===== src/rtl/switch_fabric_pkg.sv =====
// Shared AXI-Stream types and constants for the switch fabric.
// Each egress port has one round-robin arbiter state enum.
package switch_fabric_pkg;

  localparam int unsigned NUM_INGRESS_PORTS = 4;
  localparam int unsigned DATA_W            = 16;

  typedef struct packed {
    logic [DATA_W-1:0] tdata;
    logic              tvalid;
    logic              tlast;
  } axis_source_t;

  typedef struct packed {
    logic tready;
  } axis_sink_t;

  typedef struct packed {
    logic [DATA_W-1:0] tdata;
    logic              tvalid;
    logic              tlast;
    logic [1:0]        tdest;
  } axis_d_source_t;

  typedef struct packed {
    logic tready;
  } axis_d_sink_t;

  typedef enum logic {
    IDLE   = 1'b0,
    LOCKED = 1'b1
  } arb_state_e;

  function automatic int unsigned idx_width(int unsigned n);
    return (n > 1) ? $clog2(n) : 1;
  endfunction

endpackage


===== src/rtl/switch_fabric_egress_arbiter.sv =====
// Per-egress round-robin arbiter: picks one requesting ingress lane,
// holds the grant for a whole packet and muxes that lane to the egress.
module egress_arbiter
  import switch_fabric_pkg::*;
#(
  parameter  int unsigned NUM_PORTS = NUM_INGRESS_PORTS,
  localparam int unsigned IDX_W     = idx_width(NUM_PORTS)
) (
  input  logic                 clk,
  input  logic                 reset,
  input  logic [NUM_PORTS-1:0] req,
  input  axis_source_t         lane [NUM_PORTS],
  input  logic                 egress_tready,
  output axis_source_t         egress_source,
  output logic [IDX_W-1:0]     gnt,
  output logic                 locked
);

  arb_state_e       state;
  logic [IDX_W-1:0] ptr;
  logic [IDX_W-1:0] pick;
  logic             found;

  // First requester at or after ptr, wrapping around.
  always_comb begin
    found = 1'b0;
    pick  = '0;
    for (int unsigned k = 0; k < NUM_PORTS; k++) begin
      if (!found && req[IDX_W'((32'(ptr) + k) % NUM_PORTS)]) begin
        found = 1'b1;
        pick  = IDX_W'((32'(ptr) + k) % NUM_PORTS);
      end
    end
  end

  always_ff @(posedge clk) begin
    if (reset) begin
      state <= IDLE;
      gnt   <= '0;
      ptr   <= '0;
    end else begin
      case (state)
        IDLE: begin
          if (found) begin
            gnt   <= pick;
            ptr   <= IDX_W'((32'(pick) + 1) % NUM_PORTS);
            state <= LOCKED;
          end
        end
        LOCKED: begin
          if (egress_source.tvalid && egress_source.tlast && egress_tready)
            state <= IDLE;
        end
        default: state <= IDLE;
      endcase
    end
  end

  assign locked = (state == LOCKED);

  always_comb begin
    egress_source = '0;
    if (state == LOCKED)
      egress_source = lane[gnt];
  end

endmodule


===== src/rtl/switch_fabric.sv =====
// Packet-granular NxN AXI-Stream crossbar routing on tdest with one
// round-robin arbiter per egress port; no buffering in the data path.
module switch_fabric
  import switch_fabric_pkg::*;
#(
  parameter int unsigned NUM_PORTS = NUM_INGRESS_PORTS
) (
  input  logic                 clk,
  input  logic                 reset,
  input  axis_d_source_t       ingress_source [NUM_PORTS],
  output axis_d_sink_t         ingress_sink   [NUM_PORTS],
  output axis_source_t         egress_source  [NUM_PORTS],
  input  axis_sink_t           egress_sink    [NUM_PORTS],
  output logic [NUM_PORTS-1:0] busy
);

  localparam int unsigned IDX_W = idx_width(NUM_PORTS);

  axis_source_t         lane [NUM_PORTS];
  logic [NUM_PORTS-1:0] req  [NUM_PORTS];
  logic [IDX_W-1:0]     gnt  [NUM_PORTS];

  always_comb begin
    for (int unsigned i = 0; i < NUM_PORTS; i++) begin
      lane[i].tdata  = ingress_source[i].tdata;
      lane[i].tvalid = ingress_source[i].tvalid;
      lane[i].tlast  = ingress_source[i].tlast;
    end
  end

  always_comb begin
    for (int unsigned o = 0; o < NUM_PORTS; o++) begin
      for (int unsigned i = 0; i < NUM_PORTS; i++) begin
        req[o][i] = ingress_source[i].tvalid && (32'(ingress_source[i].tdest) == o);
      end
    end
  end

  // An ingress lane's tdest selects one egress, so at most one term is live.
  always_comb begin
    for (int unsigned i = 0; i < NUM_PORTS; i++) begin
      ingress_sink[i] = '0;
      for (int unsigned o = 0; o < NUM_PORTS; o++) begin
        if (busy[o] && (32'(gnt[o]) == i))
          ingress_sink[i].tready = ingress_sink[i].tready | egress_sink[o].tready;
      end
    end
  end

  for (genvar o = 0; o < NUM_PORTS; o++) begin : g_arb
    egress_arbiter #(
      .NUM_PORTS (NUM_PORTS)
    ) u_arb (
      .clk           (clk),
      .reset         (reset),
      .req           (req[o]),
      .lane          (lane),
      .egress_tready (egress_sink[o].tready),
      .egress_source (egress_source[o]),
      .gnt           (gnt[o]),
      .locked        (busy[o])
    );
  end

endmodule


===== config.mk =====
export PLATFORM = sky130hd
export DESIGN_NAME = switch_fabric
export DESIGN_NICKNAME = d
export VERILOG_FILES = /design/src/rtl/switch_fabric_pkg.sv /design/src/rtl/switch_fabric_egress_arbiter.sv /design/src/rtl/switch_fabric.sv
export SDC_FILE = /design/constraint.sdc
export NUM_CORES = 1
export LEC_CHECK = 0
export BUFFER_PORTS_ARGS = -buffer_cell sky130_fd_sc_hd__buf_2
export CAP_MARGIN = 20
export CORE_MARGIN = 3
export CORE_UTILIZATION = 31
export CTS_BUF_LIST = sky130_fd_sc_hd__clkbuf_8
export CTS_CLUSTER_SIZE = 30
export DETAILED_ROUTE_END_ITERATION = 8
export REMOVE_ABC_BUFFERS = 1
export SYNTH_ARGS = -nofsm -noshare
export SYNTH_HDL_FRONTEND = slang
export SYNTH_SLANG_ARGS = --single-unit

===== constraint.sdc =====
create_clock -name clk -period 1.92 [get_ports clk]
set_clock_uncertainty 0.15 [all_clocks]
set_input_delay 0.288 -clock clk [delete_from_list [all_inputs] [get_ports clk]]
set_output_delay 0.288 -clock clk [all_outputs]
set_load 0.05 [all_outputs]

* Word-level counts from Yosys, hierarchy flattened
Index checks and enable logic that the tools add are counted.
** Operators by class
- Mux-type cells :: 108
- Bitwise gates (word level) :: 20
- Equal/unequal tests :: 24
- Order comparisons :: 20
- Add/sub/neg operators :: 16
- Reduce and logical (&&, ||, !) cells :: 76
** Operators by type and width (number)
- $mux 18 :: 12
- $bmux 18 s2 :: 4
- $mux 1 :: 56
- $logic_and 1x1->1 :: 52
- $lt 2x3->1 const B :: 16
- $bmux 1 s2 :: 16
- $eq 2x2->1 const B :: 16
- $mux 2 :: 16
- $add 2x1->2 const B :: 8
- $add 2x2->2 const B :: 8
- $eq 2x1->1 const B :: 8
- $logic_not 2->1 :: 8
- $ge 3x3->1 const B :: 4
- $logic_not 1->1 :: 12
- $not 2->3 :: 4
- $or 1x1->1 :: 12
- $pmux 1 s2 :: 4
- $reduce_and 2->1 :: 4
- $not 1->1 :: 4
** Storage, ports and cells
- Input bits :: 86
- Register bits :: 20
- Output and inout port bits :: 80

* Logic depth before layout (Yosys ltp)
Gate-level depths: netlist of the first run.
- Depth after elaboration :: 16
- Mapped depth :: 6

* Modules after synthesis
Synthesis of the first run repeated with hierarchy kept, for this count alone.
** Second synthesis, totals
- Cell total of the unflattened synthesis :: 332
- Area total of the unflattened synthesis :: 3532.1 sq um
** By module, submodules not included
- egress_arbiter :: cells an instance 73, seq. area each 100.1 sq um, instances 4, area each 812.0 sq um
- switch_fabric :: cells an instance 40, seq. area each 0.0 sq um, instances 1, area each 284.0 sq um

* Worst setup path before layout of the first run
No wires, ideal clock.
- Path kind :: flip-flop to output port
- Start point :: register g_arb[3].u_arb.gnt[0]
- End point :: output port egress_source[10] in the netlist's numbering
- Data required time :: 1.482 ns
- Path buffers :: 2
- Arrival time :: 1.680 ns
- Stages on the path, launching flop included :: 5
- Setup slack :: -0.198 ns
- Cell sequence :: dfxtp_1 clkbuf_1 buf_2 mux4_2 and2_1
** RTL lines
- start, declared :: line switch_fabric_egress_arbiter.sv:15 : output logic [IDX_W-1:0] gnt,
- start signal, assigned :: line switch_fabric_egress_arbiter.sv:45 : gnt <= pick;
- end, declared :: line switch_fabric.sv:12 : output axis_source_t egress_source [NUM_PORTS],

==> run summary, run 1 <==
Fill count -> 918
Endpoints failing hold -> 0
Share of the synthesized area in the top cell type -> 42.5%
Sequential fraction of the synthesis area -> 11.1%
Worst path arrival time -> 1.69 ns
Sequential Area -> 417 um2
DIE AREA -> 13000 um2
Clk pin slew, worst setup/hold paths -> 0.08 ns
DRT iter0 DRCs -> 450
Worst Path Class, Setup -> register to output port
Largest net degree at the start of global routing -> 23
Rows -> 38
CTS Buf Count -> 3
GR Overflow Total -> 0
Critical Path RT -> 1.48 ns
Final #Nets -> 635
Yosys warns -> 0
Share of layout cells above drive strength 1 -> 73.0%
Final WL -> 14.0 mm
DR pass1 iterations -> 4
Mapped Area -> 3600 um2
Ys flop type -> dfxtp_1
Final Non-Filler Cells -> 690
Cell count after synthesis -> 347
Pleak -> 2.47 nW
Post-synth EDFFs -> 0
H-tree depth -> 1
Area leader, netlist -> mux4_2
Placeable Area -> 11100 um2
Cells after DPL -> 667
Final HPWL DP -> 10.3 mm
Multi-input logic area -> 3220 um2
CTS tree -> done
Status -> complete, but fails checks
DRC Markers -> 0
CTS root buf -> clkbuf_8
CP startpoint -> g_arb[1].u_arb.gnt[0]$_SDFFE_PP0P_
Final min period -> 2.13 ns
Period utilization -> 111%
Asr flop ratio synth -> 0%
Gpl congestion -> 0.860
First-pass GRT wire length -> 21.5 mm
CTS Hold Buffers Added -> 0
Count leader, synth -> and2_1
Post-route core utilization -> 54.5%
Failing checks -> negative setup slack
Slew headroom -> 67.9%
CTS max path bufs -> 2
Crit path largest cell delay -> 0.50 ns
Most used cell, CP -> buf_12
Initial Util -> 32.5%
Via density -> 5.79
Pwr Density -> 576 nW/um2
Most frequent cells after synthesis -> and2_1, mux4_2, nor2_1
Io pins -> 166
CP Cell Sequence -> buf_12 > buf_12 > mux4_2 > and2_4 > buf_6
Place WS -> -0.0826 ns
Top cells by area, synth -> mux4_2, and2_1, dfxtp_1
Hold Crit Start -> egress_sink[0]
Vias in the first global route -> 4063
Reg-to-Reg Start -> g_arb[0].u_arb.ptr[0]$_SDFFE_PP0P_
Area Overhead vs Synth -> 67.6%
Die W -> 114 um
Die Span Y -> 114 um
CP max stage cell -> mux4_2
Via Count -> 3995
Final slew viol count -> 0
Setup-failing EPs final -> 75
Initial antenna violation count -> 2
DRT antenna net count -> 0
Crit end category -> output port
Wire per inst -> 20.3 um
Port Buf Inserts -> 165
CTS sink cnt -> 20
#FFs+latches synth -> 20
Crit Path Max Fanout -> 6
Max-cap check violation count -> 0
Startpoint types -> register
RSZ-0062 raised after global routing -> true
Clock Latency Late Sink -> 0.26 ns
HP Class -> primary input to register
PnR worst setup slack -> -0.211 ns
Setup TNS -> -11.18 ns
Worst slew pin tran -> 0.482 ns
Peak Freq -> 469 MHz
Hold Worst Slack -> 0.237 ns
Synth cell types -> 52
Worst VDD drop -> 0.000322 V
Post-Syn Area per Cell -> 10.4 um2
Total GRT Usage -> 20.8%
==> repair_timing <==
| action | 4_1_cts | 5_1_grt |
|---|---|---|
| setup endpoints to repair | 77 | 76 |
| gates resized for setup | 248 | 28 |
| gates cloned | 3 | 0 |
| buffers inserted | 10 | 5 |
| pin swaps | 19 | 6 |
==> layer usage <==
| layer | global-route usage (%) | part of all wire (%) | routed length [um] | up-vias |
|---|---|---|---|---|
| met4 | 5.30 | 1.5 | 210 | 0 |
| met3 | 3.08 | 7.0 | 975 | 16 |
| met1 | 24.7 | 37 | 5240 | 2005 |
| li1 | - | - | - | 1786 |
| met5 | 0 | 0 | 0 | - |
| met2 | 39.3 | 54 | 7600 | 188 |
==> placed cells by master, fill, tap and decap left out, types with 2 or more instances in the layout <==
cell	synthesis	routed
a211oi_1	10	10
a21oi_1	8	7
a21oi_2	1	2
a221o_1	2	2
and2_1	72	3
and2_4	0	69
and3b_1	2	2
buf_12	0	14
buf_16	0	2
buf_2	12	89
buf_4	4	45
buf_6	0	69
buf_8	0	16
clkbuf_8	0	3
dfxtp_1	20	15
dfxtp_4	0	4
diode_2	0	2
inv_1	5	5
mux2i_1	8	8
mux4_2	68	72
nand2_1	5	5
nand3_1	11	10
nand3b_1	7	7
nand4_1	6	6
nand4b_1	5	5
nand4bb_1	2	2
nor2_1	28	26
nor2_2	1	2
nor3_1	5	4
nor3b_1	5	4
o211ai_1	2	2
o21ai_0	3	3
or3b_1	2	2
xnor2_1	4	4
==> path summary, 6_finish.rpt <==
kind / to / slack (ns) / depth (start not counted)
max: egress_source[51] / -0.21 / 5
min: g_arb[3].u_arb.locked$_SDFF_PP0_ / 0.24 / 4
max reg2reg: g_arb[0].u_arb.gnt[1]$_SDFFE_PP0P_ / 0.13 / 7
min reg2reg: g_arb[1].u_arb.ptr[0]$_SDFFE_PP0P_ / 0.40 / 2
==> kinds of logic after synthesis <==
| kind of cell | Yosys count | share of synthesized area [%] |
|---|---|---|
| AO/OA/AOI/OAI | 42 | 8.82 |
| flip-flops | 20 | 11.1 |
| multiplexers | 80 | 47.6 |
| XOR/XNOR | 4 | 0.972 |
| AND/OR/NAND/NOR | 158 | 26.2 |
| buffers and inverters | 43 | 5.31 |
==> sequential cells by signal, summed over array words and instances, names as in the netlist <==
name	cells
g_arb.u_arb.gnt	8
g_arb.u_arb.locked	4
g_arb.u_arb.ptr	8
==> report_power, final <==
part | switching, mW | leakage, nW | internal [mW]
combinational | 1.27 | 2.27 | 1.24
sequential | 0.0723 | 0.168 | 0.464
clock | 0.153 | 0.0357 | 0.278
total | 1.50 | 2.47 | 1.98
==> metrics by stage <==
step	cell area [um2]	total power, mW
2_1_floorplan	3430	1.84
3_3_place_gp	4960	2.50
3_5_place_dp	4960	2.53
4_1_cts	5920	3.43
5_1_grt	6040	3.65
6_report	6040	3.48
==> area by class of cell <==
class / instances / area share [%]
multi-input combinational: 284 / 53.3
clock inverter: 1 / 0.497
tap: 140 / 2.90
inverter: 5 / 0.311
clock buffer: 3 / 0.683
antenna: 2 / 0.0828
sequential: 20 / 6.90
timing repair buffer: 235 / 35.3
==> critical path, delay by kind of cell, from the launching register on <==
family                 cells  cell delay [ns]
and+or+nand+nor            1             0.17
muxes                      1             0.50
DFF                        1             0.37
buffers and inverters      3             0.38
Power figures use the tool's default switching activity.
==> inputs of run 2 (changes only) <==
--- a/config.mk
+++ b/config.mk
@@ -12,7 +12,6 @@
 export CTS_BUF_LIST = sky130_fd_sc_hd__clkbuf_8
 export CTS_CLUSTER_SIZE = 30
 export DETAILED_ROUTE_END_ITERATION = 8
-export REMOVE_ABC_BUFFERS = 1
 export SYNTH_ARGS = -nofsm -noshare
 export SYNTH_HDL_FRONTEND = slang
 export SYNTH_SLANG_ARGS = --single-unit
==> run summary, run 2 (same netlist as run 1, synthesis figures left out) <==
GR Overflow Total -> 0 (unchanged)
CTS Buf Count -> 3 (unchanged)
Share of layout cells above drive strength 1 -> 74.0% (+1.0 points)
CP startpoint -> g_arb[0].u_arb.gnt[0]$_SDFFE_PP0P_
Clk pin slew, worst setup/hold paths -> 0.07 ns (about the same)
Final Non-Filler Cells -> 686 (-0.58%)
Crit end category -> output port
Total GRT Usage -> 22.3% (+1.5 points)
Rows -> 38 (unchanged)
Final slew viol count -> 0 (unchanged)
Final WL -> 15.0 mm (+6.9%)
CTS tree -> done
Max-cap check violation count -> 0 (unchanged)
Port Buf Inserts -> 165 (unchanged)
Final #Nets -> 634 (-0.16%)
Reg-to-Reg Start -> g_arb[3].u_arb.gnt[0]$_SDFFE_PP0P_
Pwr Density -> 561 nW/um2 (-2.5%)
CTS max path bufs -> 2 (unchanged)
Placeable Area -> 11100 um2 (unchanged)
Vias in the first global route -> 4211 (+3.6%)
Initial Util -> 32.5% (unchanged)
Antenna Cells -> 0 (-2)
Endpoints failing hold -> 0 (unchanged)
H-tree depth -> 1 (unchanged)
Peak Freq -> 453 MHz (-3.5%)
Clock Latency Late Sink -> 0.26 ns (about the same)
Cells after DPL -> 658 (-1.3%)
DRT antenna net count -> 0 (unchanged)
CTS sink cnt -> 20 (unchanged)
Area Overhead vs Synth -> 72.8%
DRT iter0 DRCs -> 432 (-4.0%)
Period utilization -> 115% (+4.1 points)
Die W -> 114 um (unchanged)
Setup-failing EPs final -> 76 (+1.3%)
Commonest non-fill, non-tap cell in the layout -> buf_2
Initial antenna violation count -> 0 (-2)
Hold Worst Slack -> 0.232 ns (-0.00464 ns)
Final HPWL DP -> 9.97 mm (-2.9%)
Crit Path Max Fanout -> 5 (-1)
HP Class -> primary input to register
Status -> complete, but fails checks
Worst path arrival time -> 1.77 ns (+0.08 ns)
Worst slew pin tran -> 0.434 ns (-0.0478 ns)
Setup TNS -> -13.80 ns (-2.62 ns)
CTS Hold Buffers Added -> 0 (unchanged)
Post-route cell area -> 6230 um2 (+3.1%)
DR pass1 iterations -> 5 (+1)
PnR worst setup slack -> -0.289 ns (-0.0780 ns)
Dpl cell area -> 4930 um2 (-0.53%)
Critical Path RT -> 1.48 ns (about the same)
Failing checks -> negative setup slack
Gpl congestion -> 0.879 (+2.2%)
First-pass GRT wire length -> 22.9 mm (+6.8%)
Startpoint types -> register
Worst Path Class, Setup -> register to output port
Io pins -> 166 (unchanged)
Hold Crit Start -> egress_sink[2]
Via Count -> 4116 (+3.0%)
Wire per inst -> 21.8 um (+7.5%)
Via density -> 6.00 (+3.6%)
Commonest non-fill, non-tap cells in the layout -> buf_2, mux4_2, and2_4
DRC Markers -> 0 (unchanged)
RSZ-0062 raised after global routing -> true
Pleak -> 2.51 nW (+1.7%)
Overall power -> 3.49 mW (+0.45%)
Mapped Nets -> 433
DIE AREA -> 13000 um2 (unchanged)
Final min period -> 2.21 ns (+0.0780 ns)
Die Span Y -> 114 um (unchanged)
Worst VDD drop -> 0.000560 V (+74%)
Slew headroom -> 70.8% (+2.9 points)
CTS root buf -> clkbuf_8
Largest net degree at the start of global routing -> 24 (+4.3%)
-- run 2: routing by layer --
metal / track usage [%] / part of all wire, % / routed length (um)
met1: 28.6 / 38 / 5740
met2: 39.6 / 52 / 7800
met3: 2.65 / 6.5 / 969
met4: 6.49 / 3.1 / 463
met5: 0 / 0 / 0
-- run 2: what timing repair did --
item / in CTS / in global routing
buffers inserted: 18 / 4
endpoints found under the setup margin: 77 / 76
gates cloned: 8 / 1
gates resized for setup: 289 / 52
pin swaps: 18 / 6
-- run 2: worst max-delay path, stage by stage, from the launching register on --
cell and delay, ns:
dfxtp_4 0.40, buf_6 0.15, buf_16 0.13, mux4_2 0.50
and2_4 0.18, buf_8 0.14
-- run 2: worst paths after layout --
check,endpoint,slack [ns],cells past startpoint
worst max-delay path,egress_source[68],-0.29,5
worst min-delay path,g_arb[1].u_arb.locked$_SDFF_PP0_,0.23,4
worst max register to register,g_arb[3].u_arb.locked$_SDFF_PP0_,0.11,7
worst min register to register,g_arb[0].u_arb.ptr[0]$_SDFFE_PP0P_,0.39,2
-- run 2: stage by stage --
| stage | util [%] | setup WS (ns) |
|---|---|---|
| 3_5_place_dp | 44.5 | -0.0642 |
| 3_3_place_gp | 44.5 | -0.0540 |
| 6_report | 56.2 | -0.289 |
| 5_1_grt | 56.2 | -0.314 |
| 4_1_cts | 55.7 | -0.260 |
| 2_1_floorplan | - | 0.00758 |
-- run 2: where the power goes --
group | switching (mW) | internal [mW] | leakage [nW] | total (mW)
clock | 0.148 | 0.140 | 0.0216 | 0.288
sequential | 0.0729 | 0.465 | 0.168 | 0.538
combinational | 1.33 | 1.34 | 2.32 | 2.67
-- run 2: layout make-up --
cell class | count | area (um2)
clock buffers | 3 | 41.3
fillers | 906 | 4850
inverters | 5 | 18.8
multi-input cells | 284 | 3240
flip-flops and latches | 20 | 418
well taps | 140 | 175
repair buffers | 234 | 2340
